### src/rtl/cpu_defs.sv
// Shared definitions for the divide unit: FSM encoding, iteration count and
// the HI/LO split of the 64-bit result.
package cpu_defs;

    typedef enum logic [1:0] {
        IDLE = 2'b00,
        BUSY = 2'b01,
        DONE = 2'b10
    } div_state_t;

    localparam int DIV_CYCLES = 32;

    // result = {hi = remainder, lo = quotient}
    localparam int HI_MSB = 63;
    localparam int HI_LSB = 32;
    localparam int LO_MSB = 31;
    localparam int LO_LSB = 0;

endpackage

### src/rtl/div_step.sv
// One restoring-division iteration: shift {rem, quo} left, subtract the
// divisor from the widened remainder and keep the difference if it did not
// go negative.
module div_step
    import cpu_defs::*;
#(
    parameter int WIDTH = DIV_CYCLES
) (
    input  logic [WIDTH-1:0] rem_i,
    input  logic [WIDTH-1:0] quo_i,
    input  logic [WIDTH-1:0] divisor_i,
    output logic [WIDTH-1:0] rem_o,
    output logic [WIDTH-1:0] quo_o
);

    // The shifted remainder needs one extra bit; since rem < divisor it is
    // always below 2*divisor, so a kept difference fits back in WIDTH bits.
    logic [WIDTH:0] shifted;
    logic [WIDTH:0] trial;

    // Trial subtraction and restore select.
    always_comb begin
        shifted = {rem_i, quo_i[WIDTH-1]};
        trial   = shifted - {1'b0, divisor_i};
        if (!trial[WIDTH]) begin
            rem_o = trial[WIDTH-1:0];
        end else begin
            rem_o = shifted[WIDTH-1:0];
        end
        quo_o = {quo_i[WIDTH-2:0], ~trial[WIDTH]};
    end

endmodule

### src/rtl/div_unit.sv
// Multi-cycle DIV/DIVU for the execute stage. Radix-2 restoring divider on
// operand magnitudes with a sign fix-up; produces {hi = rem, lo = quo} and a
// combinational stall request for the hazard unit.
//
// state | meaning
// ------+--------------------------------------------------
// IDLE  | waiting for start
// BUSY  | iterating, cnt_q counts 0..WIDTH-1
// DONE  | result valid, ready high, pipeline advances
module div_unit
    import cpu_defs::*;
#(
    parameter int WIDTH = DIV_CYCLES
) (
    input  logic               clk,
    input  logic               rst,
    input  logic               start,
    input  logic               signed_div,
    input  logic [WIDTH-1:0]   opa,
    input  logic [WIDTH-1:0]   opb,
    input  logic               annul,
    output logic [2*WIDTH-1:0] result,
    output logic               ready,
    output logic               stall_div
);

    localparam int CNT_W = $clog2(WIDTH);

    div_state_t         state_q, state_d;
    logic [CNT_W-1:0]   cnt_q, cnt_d;
    logic [WIDTH-1:0]   rem_q, rem_d;
    logic [WIDTH-1:0]   quo_q, quo_d;
    logic [WIDTH-1:0]   dvsr_q, dvsr_d;
    logic               neg_quo_q, neg_quo_d;
    logic               neg_rem_q, neg_rem_d;
    logic [2*WIDTH-1:0] result_q, result_d;
    logic               ready_q, ready_d;

    logic [WIDTH-1:0]   rem_nx, quo_nx;
    logic [WIDTH-1:0]   a_mag, b_mag;
    logic [WIDTH-1:0]   quo_fix, rem_fix;

    div_step #(.WIDTH(WIDTH)) u_step (
        .rem_i     (rem_q),
        .quo_i     (quo_q),
        .divisor_i (dvsr_q),
        .rem_o     (rem_nx),
        .quo_o     (quo_nx)
    );

    // State and datapath registers.
    always_ff @(posedge clk or posedge rst) begin
        if (rst) begin
            state_q   <= IDLE;
            cnt_q     <= '0;
            rem_q     <= '0;
            quo_q     <= '0;
            dvsr_q    <= '0;
            neg_quo_q <= 1'b0;
            neg_rem_q <= 1'b0;
            result_q  <= '0;
            ready_q   <= 1'b0;
        end else begin
            state_q   <= state_d;
            cnt_q     <= cnt_d;
            rem_q     <= rem_d;
            quo_q     <= quo_d;
            dvsr_q    <= dvsr_d;
            neg_quo_q <= neg_quo_d;
            neg_rem_q <= neg_rem_d;
            result_q  <= result_d;
            ready_q   <= ready_d;
        end
    end

    // Next-state, iteration and result capture.
    always_comb begin
        state_d   = state_q;
        cnt_d     = cnt_q;
        rem_d     = rem_q;
        quo_d     = quo_q;
        dvsr_d    = dvsr_q;
        neg_quo_d = neg_quo_q;
        neg_rem_d = neg_rem_q;
        result_d  = result_q;
        ready_d   = 1'b0;

        // 0x80000000 maps to itself, which is the correct unsigned magnitude.
        a_mag = (signed_div && opa[WIDTH-1]) ? -opa : opa;
        b_mag = (signed_div && opb[WIDTH-1]) ? -opb : opb;

        // The fix-up is applied as the last iteration's result is registered,
        // so result_q already holds signed values in the DONE cycle.
        quo_fix = neg_quo_q ? -quo_nx : quo_nx;
        rem_fix = neg_rem_q ? -rem_nx : rem_nx;

        if (annul) begin
            state_d = IDLE;
            cnt_d   = '0;
        end else begin
            case (state_q)
                IDLE: begin
                    if (start) begin
                        if (opb == '0) begin
                            state_d  = DONE;
                            result_d = {opa, {WIDTH{1'b1}}};
                            ready_d  = 1'b1;
                        end else begin
                            state_d   = BUSY;
                            cnt_d     = '0;
                            rem_d     = '0;
                            quo_d     = a_mag;
                            dvsr_d    = b_mag;
                            neg_quo_d = signed_div & (opa[WIDTH-1] ^ opb[WIDTH-1]);
                            neg_rem_d = signed_div & opa[WIDTH-1];
                        end
                    end
                end
                BUSY: begin
                    rem_d = rem_nx;
                    quo_d = quo_nx;
                    if (cnt_q == CNT_W'(WIDTH-1)) begin
                        state_d  = DONE;
                        cnt_d    = '0;
                        result_d = {rem_fix, quo_fix};
                        ready_d  = 1'b1;
                    end else begin
                        cnt_d = cnt_q + 1'b1;
                    end
                end
                DONE: begin
                    state_d = IDLE;
                end
                default: begin
                    state_d = IDLE;
                end
            endcase
        end
    end

    assign stall_div = start & ~annul & (state_q != DONE) & ~rst;
    assign result    = result_q;
    assign ready     = ready_q;

endmodule

### config.mk
export PLATFORM = sky130hd
export DESIGN_NAME = div_unit
export DESIGN_NICKNAME = d
export VERILOG_FILES = /design/src/rtl/cpu_defs.sv /design/src/rtl/div_step.sv /design/src/rtl/div_unit.sv
export SDC_FILE = /design/constraint.sdc
export NUM_CORES = 1
export LEC_CHECK = 0
export ABC_CLOCK_PERIOD_IN_PS = 5300
export CORE_ASPECT_RATIO = 2
export CORE_MARGIN = 1.5
export CORE_UTILIZATION = 30
export CTS_BUF_LIST = sky130_fd_sc_hd__clkbuf_4 sky130_fd_sc_hd__clkbuf_8
export CTS_CLUSTER_SIZE = 20
export DETAILED_ROUTE_END_ITERATION = 10
export GPL_TIMING_DRIVEN = 0
export PLACE_DENSITY_LB_ADDON = 0.1
export SETUP_SLACK_MARGIN = 0.5
export SLEW_MARGIN = 10
export SYNTH_ARGS = -nofsm -noshare
export SYNTH_HDL_FRONTEND = slang
export SYNTH_SLANG_ARGS = --single-unit
### constraint.sdc
create_clock -name clk -period 5.3 [get_ports clk]
set_clock_uncertainty 0.05 [all_clocks]
set_input_delay 1.06 -clock clk [delete_from_list [all_inputs] [get_ports clk]]
set_output_delay 1.06 -clock clk [all_outputs]
set_load 0.1 [all_outputs]
# [Word level (Yosys, flattened, before mapping)]
# Cells that the tools add are included.
[word_totals] reg_bits=170 latchBits=0 ram_bits=0 rom_bits=0 input_bits=69 output_inout_bits=66 word_cells=76 memories=0
[op_classes] add_sub_neg=6 mul=0 div=0 order_cmp=0 n_eq_ne=10 n_shift=0 mux=30 n_bitwise=10 reduce_logical=11
[op_table] cell="$mux W32" n=9
[op_table] cell="$mux W64" n=3
[op_table] cell="$neg A32 Y32" n=4
[op_table] cell="$pmux W32 S2" n=2
[op_table] cell="$pmux W64 S2" n=1
[op_table] cell="$sub A33 B32 Y33" n=1
[op_table] cell="$logic_not A32 Y1" n=1
[op_table] cell="$mux W5" n=4
[op_table] cell="$ne A2 B2 Y1 const B" n=5
[op_table] cell="$pmux W5 S2" n=1
[op_table] cell="$ne A3 B3 Y1 const B" n=3
[op_table] cell="$mux W2" n=4
[op_table] cell="$reduce_and A4 Y1" n=2
[op_table] cell="$add A5 B1 Y5 const B" n=1
[op_table] cell="$and A1 B1 Y1" n=5
[op_table] cell="$eq A5 B5 Y1 const B" n=1
[op_table] cell="$reduce_and A5 Y1" n=1
[op_table] cell="$mux W1" n=4
[op_table] cell="$not A1 Y1" n=4
[op_table] cell="$pmux W2 S2" n=1
[op_table] cell="$reduce_and A3 Y1" n=1
[op_table] cell="$reduce_bool A3 Y1" n=1
[op_table] cell="$eq A2 B1 Y1 const B" n=1
[op_table] cell="$logic_and A1 B1 Y1" n=2
[op_table] cell="5 further kinds" n=5

# [Depth between registers and ports, before layout]
# Gate-level depths: netlist of the first run.
[logic_depth] word_depth=6 mapped_depth=27 mapped_depth_nobuf=24

# [Cells and area by module]
# Synthesis of the first run repeated with hierarchy kept, for this count alone.
[hier_totals] cells_unflattened=1453 hier_area_um2=12192.9
[by_module_without_submodules] module="div_unit" instances=1 cells_each=1111 area_each_um2=9704.3
[by_module_without_submodules] module="div_step" instances=1 cells_each=342 area_each_um2=2488.6

# [Least setup slack after synthesis of the first run]
# Ideal clock, no wire load.
[synth_timing] kind="register to register" startpoint="register quo_q[31]" endpoint="register result_q[60], in the netlist result[60]" setup_ps=82 arrival_ps=5452 t_required_ps=5168 path_slack_ps=-283 path_stages_with_launch=28 path_buffers=3 period_less_slack_ps=5583 cell_sequence="dfrtp_1 -> inv_1 -> ha_1 -> inv_1 -> fa_1 -> a211oi_2 -> o211ai_1 -> a21oi_2 -> and4b_1 -> o221ai_2 -> nor2_8 -> inv_2 -> buf_2 -> buf_2 -> buf_2 -> nor2_1 -> a21oi_1 -> ha_1 -> nand2_1 -> or3_1 -> nor4_1 -> nand4b_1 -> nor4b_1 -> o21ai_0 -> o31ai_1 -> xor2_1 -> nand2_1 -> a31oi_1"
[synth_between] elab_chain_cells=6
[synth_rtl] item="start, declared" line="div_unit.sv:32" text="logic [WIDTH-1:0] quo_q, quo_d;"
[synth_rtl] item="start signal, assigned" line="div_unit.sv:67" text="quo_q <= quo_d;"
[synth_rtl] item="$sub A33 B32 Y33" line="div_step.sv:24" text="trial = shifted - {1'b0, divisor_i};"
[synth_rtl] item="$mux W32 *" line="div_step.sv:25" text="if (!trial[WIDTH]) begin"
[synth_rtl] item="$neg A32 Y32" line="div_unit.sv:95" text="rem_fix = neg_rem_q ? -rem_nx : rem_nx;"
[synth_rtl] item="$mux W32 *" line="div_unit.sv:95"
[synth_rtl] item="$mux W64 *" line="div_unit.sv:122" text="if (cnt_q == CNT_W'(WIDTH-1)) begin"
[synth_rtl] item="$pmux W64 S2 *" line="div_unit.sv:101" text="case (state_q)"
[synth_rtl] item="end signal, assigned" line="div_unit.sv:71" text="result_q <= result_d;"
[synth_rtl] item="end, declared" line="div_unit.sv:36" text="logic [2*WIDTH-1:0] result_q, result_d;"
# Every way passes the cells marked *; elsewhere a longest branch is shown, timed or not. The select of a mux whose other input is x is not followed.
# A chain may end at the register's enable or synchronous reset.

# [Final worst setup path of the first run]
[layout_timing] startpoint="register quo_q[31]" endpoint="register result_q[54], in the netlist result[54]"
# Same word-level chain as after synthesis.

==> impl_metrics.tcl, run 1 <==
set metrics [dict create \
    grt_pass1_vias 12786 \
    cts_buffers 17 \
    fill_cells 4328 \
    rsz0062_at_grt "true" \
    ys_seq_elements 170 \
    cts_tree "built" \
    finalSetupViolations 3 \
    finalSetupTns_ns -1.05 \
    io_buffer_count 134 \
    clockRootBuffer "clkbuf_8" \
    crit_required_ns 5.71 \
    hold_slack_ns 0.437 \
    syn_area_sq_um 12400 \
    cts.sinks 170 \
    avgSynthCellArea_sq_um 7.93 \
    drive_gt1_share_pct 11.0 \
    vdd_drop_max_mv 0.153 \
    initial_core_util_pct 30.3 \
    area_delta_synth_final_pct 26.5 \
    min_period_over_period_pct 107 \
    drcViolationCount 0 \
    yosys_most_used_dff "dfrtp_1" \
    gr-total-overflow 0 \
    die_x_um 147 \
    final_antenna_net_count 0 \
    dp_cells 2236 \
    max_clock_freq_ghz 0.177 \
    grt_max_degree 31 \
    worstSetupPathType "reg -> reg" \
    finalMaxSlewViolations 0 \
    synth_top_area_cell "dfrtp_1" \
    grt_antenna_before_repair 1 \
    wl_per_cell_um 21.7 \
    ys_async_sr_fraction_pct 100 \
    final_util_pct 38.3 \
    vias 12231 \
    yosys_warnings 0 \
    io_pins 135 \
    hold_class "reg -> reg" \
    die-area_sq_um 42500 \
    grt_pass1_wl_mm 76.1 \
    cp-end-kind "flop" \
    max_slew_margin_pct 23.1 \
    dr.pass1.iters 5 \
    ys_seq_area_share_pct 34.4 \
    die_y_um 290 \
    status "finished, violations left" \
    synth_top_area_share_pct 34.4 \
    htree_levels 4 \
    clk_path_buf_depth 2 \
    drt_iter0_markers 540 \
    viasPerCell 5.30 \
    postSynthCellCount 1561 \
    clkTransAtPathRegs_ns 0.10 \
    final-hold-violation-count 0 \
    cp-start-kind "flop" \
    max_cap_violations 0 \
    nets 1865 \
    worst_pin_slew_ns 1.15 \
    ys_top_cells_by_area "dfrtp_1, a21oi_1, o21ai_0" \
    p_total_mw 3.88 \
    reg2reg_slack_ns -0.36 \
    worst-path-max-fanout 7 \
    power_density_nw_per_um2 248 \
    worstPathArrival_ns 6.07 \
    clock_latency_ns 0.52 \
    violations "setup timing" \
    final_common_cell "nor2_1" \
    synth_edf_count 0 \
    synth_cell_types 81 \
    core-area_sq_um 40900 \
    fin_crit_ns 5.66 \
    stdcell_count 2306 \
    dp_hpwl_mm 40.9 \
    grt_usage_pct 23.9 \
    synth_nets 1669 \
    worst_slack_ns -0.362 \
    routed_wl_mm 50.1 \
    final_cell_mix "nor2_1, nand2_1, dfrtp_1, a21oi_1, o21ai_0" \
    num_rows 105 \
    gp_congestion 0.912 \
    p_leak_nw 6.42 \
]
repair_timing:
item	CTS	global route
buffers inserted	29	8
hold buffers	0	0
pin swaps	42	29
gates resized for setup	81	17
endpoints found under the setup margin	70	93
area by class of cell:
class | instances | area, sq um | share of cell area (%)
Clock inverter | 12 | 114 | 0.727
Clock buffer | 20 | 269 | 1.72
Antenna cell | 1 | 2.50 | 0.0160
Buffer | 82 | 415 | 2.65
Timing Repair Buffer | 177 | 1780 | 11.4
Inverter | 57 | 228 | 1.45
Sequential cell | 170 | 4260 | 27.2
Tap cell | 535 | 669 | 4.28
Multi-Input combinational cell | 1252 | 7920 | 50.6
per-layer routing:
| layer | global-route usage (%) | routed length, um |
|---|---|---|
| met1 | 20.7 | 16000 |
| met2 | 49.7 | 29500 |
| met3 | 2.73 | 1280 |
| met4 | 15.1 | 3320 |
| met5 | 0 | 0 |
worst paths after layout:
kind                                       start                endpoint  depth (start not counted)
max reg2reg                quo_q[31]$_DFFE_PP0P_  result[54]$_DFFE_PP0P_                         27
max in group asynchronous                    rst  dvsr_q[31]$_DFFE_PP0P_                          6
max                        quo_q[31]$_DFFE_PP0P_  result[54]$_DFFE_PP0P_                         27
min                         cnt_q[3]$_DFFE_PP0P_    cnt_q[3]$_DFFE_PP0P_                          1
min reg2reg                 cnt_q[3]$_DFFE_PP0P_    cnt_q[3]$_DFFE_PP0P_                          1
min in group asynchronous                    rst  result[12]$_DFFE_PP0P_                          2
critical path: stages (launching register included):
cell and delay [ns]:
dfrtp_2 0.43, inv_2 0.09, ha_4 0.14, inv_2 0.04, fa_2 0.38, a211oi_4 0.25, o211ai_1 0.23, a21oi_2 0.32
and4b_2 0.31, a32o_2 0.29, nor2_8 0.13, inv_8 0.05, buf_8 0.12, buf_12 0.15, buf_12 0.14, a21oi_4 0.16
ha_4 0.16, nand2_2 0.05, or3_4 0.37, nor4_4 0.22, nand4b_1 0.24, nor4b_4 0.44, buf_4 0.17, o21ai_1 0.05
o21ai_1 0.18, xor2_1 0.16, nand2_1 0.08, a21oi_2 0.17
cell usage after synthesis, types with 12 or more instances:
master and instances:
nor2_1 177, mux2i_1 26, o41ai_1 13, clkbuf_1 55, xor2_1 88, a21oi_1 165
o211ai_1 14, o21ai_0 156, inv_1 55, and2_1 12, dfrtp_1 170, or3_1 26
o21a_1 13, buf_2 15, a31oi_1 33, o31ai_1 33, ha_1 38, nand2_1 177
xnor2_1 49, nor3_1 36, nand3_1 19, nand2b_1 17, nor4_1 15
report_power, final:
group / leakage (nW) / switching [mW] / internal (mW)
logic: 4.01 / 0.860 / 0.532
registers: 2.23 / 0.117 / 1.41
clock network: 0.186 / 0.562 / 0.406
cell families (layout without fill, tap and decap cells):
family,count (synthesis),in the layout,synth area share [%]
AO/OA/AOI/OAI,493,493,23.6
XOR/XNOR,137,137,9.70
adder cells (fa/ha/maj),39,39,4.00
buffers and inverters,139,348,4.69
flip-flops,170,170,34.4
multiplexers,28,28,2.29
other,0,1,0
AND/OR/NAND/NOR,555,555,21.3
through the flow:
stage | area, sq um | setup slack (ns)
floorplan | 12400 | 0.182
global placement | 14500 | -1.48
detailed placement | 14600 | -1.47
CTS | 15500 | -0.385
global route | 15700 | -0.588
finish | 15700 | -0.362
registers in the layout, summed over array words and instances, names as in the netlist:
name	cells
cnt_q	5
dvsr_q	32
neg_quo_q	1
neg_rem_q	1
quo_q	32
ready	1
rem_q	32
result	64
state_q	2
No activity file was read; power rests on OpenSTA's default activity.
==> run 2: changes to the inputs <==
==> constraint.sdc (replaced) <==
create_clock -name clk -period 5.3 [get_ports clk]
set_clock_uncertainty 0.05 [all_clocks]
set_input_delay 1.06 -clock clk [delete_from_list [all_inputs] [get_ports clk]]
set_output_delay 1.06 -clock clk [all_outputs]
set_load 0.01 [all_outputs]
==> run 2 against run 1 <==
  * The flow still finishes with violations (setup timing)
  * Worst hold slack barely moved
  * Global-route usage rose by 0.29 points
  * Final cell count fell by 0.17%
  * Wire length rose by 1.4%
  * First-iteration DRC count fell by 2.8%
  * Clock-buffer cell count fell by 2
  * Sequential share of layout area barely moved
  * Sequential power barely moved
  * Critical endpoint is now result[60]$_DFFE_PP0P_
  * Largest cell class unchanged
==> impl_metrics.tcl, run 2 (synthesis gave the netlist of run 1 again) <==
set metrics [dict create \
    status "finished, violations left" \
    violations "setup timing" \
    slowest_delay_ns 0.47 \
    hold_slack_ns 0.437 \
    routed_wl_mm 50.8 \
    clk_path_buf_depth 2 \
    final_common_cell "nor2_1" \
    wl_per_cell_um 22.1 \
    drive_gt1_share_pct 10.8 \
    final_antenna_net_count 0 \
    drcViolationCount 0 \
    nets 1861 \
    largest_reg_flops 64 \
    p_total_mw 3.92 \
    cell_internal_pwr_mw 2.33 \
    hold_class "reg -> reg" \
    die-area_sq_um 42500 \
    grt_max_degree 38 \
    max_slew_margin_pct 28.4 \
    crit_required_ns 5.71 \
    finalSetupViolations 7 \
    num_rows 105 \
    finalSetupTns_ns -1.57 \
    die_x_um 147 \
    final_cell_mix "nor2_1, nand2_1, dfrtp_1, a21oi_1, o21ai_0" \
    fin_crit_ns 5.76 \
    min_period_over_period_pct 109 \
    gr-total-overflow 0 \
    p_leak_nw 6.42 \
    cts_tree "built" \
    cp-end-kind "flop" \
    clockRootBuffer "clkbuf_8" \
    fill_cells 4292 \
    viasPerCell 5.27 \
    finalMaxSlewViolations 0 \
    gp_congestion 0.920 \
    pwr-share-clk_pct 25.5 \
    crit_path_frequent_cell "buf_12" \
    seqPwrFrac_pct 38.9 \
    io_pins 135 \
    critPathSlowestCell "nor4b_4" \
    grt_pass1_wl_mm 76.8 \
    worst_pin_slew_ns 1.06 \
    worst-path-max-fanout 4 \
    die_y_um 290 \
    grt_pass1_vias 12747 \
    initial_core_util_pct 30.3 \
    io_buffer_count 134 \
    vdd_drop_max_mv 0.149 \
    cp-start-kind "flop" \
    worstPathArrival_ns 6.17 \
    rsz0062_at_grt "true" \
    grt_usage_pct 24.2 \
    power_density_nw_per_um2 250 \
    dp_hpwl_mm 41.1 \
    cts_hold_buf 0 \
    p_sw_share_pct 40.4 \
    worstSetupPathType "reg -> reg" \
    clkTransAtPathRegs_ns 0.11 \
    p_sw_mw 1.58 \
    htree_levels 4 \
    max_cap_violations 0 \
    cts.sinks 170 \
    max_clock_freq_ghz 0.174 \
    vias 12128 \
    core-area_sq_um 40900 \
    final-hold-violation-count 0 \
    drt_iter0_markers 525 \
    dr.pass1.iters 5 \
    area_delta_synth_final_pct 26.6 \
    grt_antenna_before_repair 1 \
    worst_slack_ns -0.464 \
    clock_latency_ns 0.52 \
    cts_buffers 17 \
    combPwrFrac_pct 35.6 \
]
-- run 2: power groups by stage --
stage	Combinational (mW)	Sequential, mW	Clock, mW
CTS	1.35	1.52	1.02
global route	1.54	1.54	1.06
finish	1.39	1.52	0.997
global placement	1.23	1.54	0
floorplan	0.849	1.51	0
detailed placement	1.25	1.55	0
-- run 2: area by class of cell --
cell class / count / area, sq um / area share, %
Multi-Input combinational cell: 1252 / 7960 / 50.8
Sequential cell: 170 / 4260 / 27.2
Timing Repair Buffer: 173 / 1730 / 11.1
Tap cell: 535 / 669 / 4.27
Buffer: 82 / 417 / 2.66
Clock buffer: 18 / 248 / 1.58
Inverter: 57 / 228 / 1.45
Clock inverter: 14 / 153 / 0.975
Antenna cell: 1 / 2.50 / 0.0160
-- run 2: worst paths after layout --
kind                                             from  cells after the start  slack [ns]                      to
worst max-delay path            quo_q[31]$_DFFE_PP0P_                     26       -0.46  result[60]$_DFFE_PP0P_
worst min-delay path             cnt_q[3]$_DFFE_PP0P_                      1        0.44    cnt_q[3]$_DFFE_PP0P_
worst max register to register  quo_q[31]$_DFFE_PP0P_                     26       -0.46  result[60]$_DFFE_PP0P_
worst min register to register   cnt_q[3]$_DFFE_PP0P_                      1        0.44    cnt_q[3]$_DFFE_PP0P_
max in group asynchronous                         rst                      5        3.21  result[54]$_DFFE_PP0P_
min in group asynchronous                         rst                      2        0.97   result[8]$_DFFE_PP0P_
-- run 2: through the flow --
| stage | util (%) | cells | cell area (sq um) | setup slack, ns |
|---|---|---|---|---|
| after CTS | 37.7 | 2293 | 15400 | -0.431 |
| after floorplan | - | 1561 | 12400 | 0.198 |
| final | 38.3 | 2302 | 15700 | -0.464 |
| after global placement | 35.4 | 2230 | 14400 | -1.56 |
| after global routing | 38.3 | 2302 | 15700 | -0.663 |
| after detailed placement | 35.6 | 2235 | 14500 | -1.53 |
-- run 2: repair_timing --
| item | CTS | global route |
|---|---|---|
| setup endpoints to repair | 72 | 51 |
| pin swaps | 33 | 32 |
| buffers inserted | 26 | 8 |
| gates resized for setup | 64 | 39 |
-- run 2: critical path: cells and delay by family (launching register included) --
| family | cells | cell delay [ns] |
|---|---|---|
| AND/OR/NAND/NOR | 8 | 1.92 |
| AO/OA/AOI/OAI | 8 | 1.82 |
| XOR/XNOR | 1 | 0.19 |
| buffers and inverters | 6 | 0.60 |
| adder cells (fa/ha/maj) | 3 | 0.68 |
| flip-flops | 1 | 0.43 |
-- run 2: metal layers --
metal  routed length, um  part of all wire (%)  vias to the layer above  track usage [%]
li1                    -                     -                     5914                -
met1               16100                    32                     5744             20.8
met2               29600                    58                      325             49.4
met3                1330                   2.6                      145             3.20
met4                3790                   7.5                        0             17.1
met5                   0                     0                        -                0
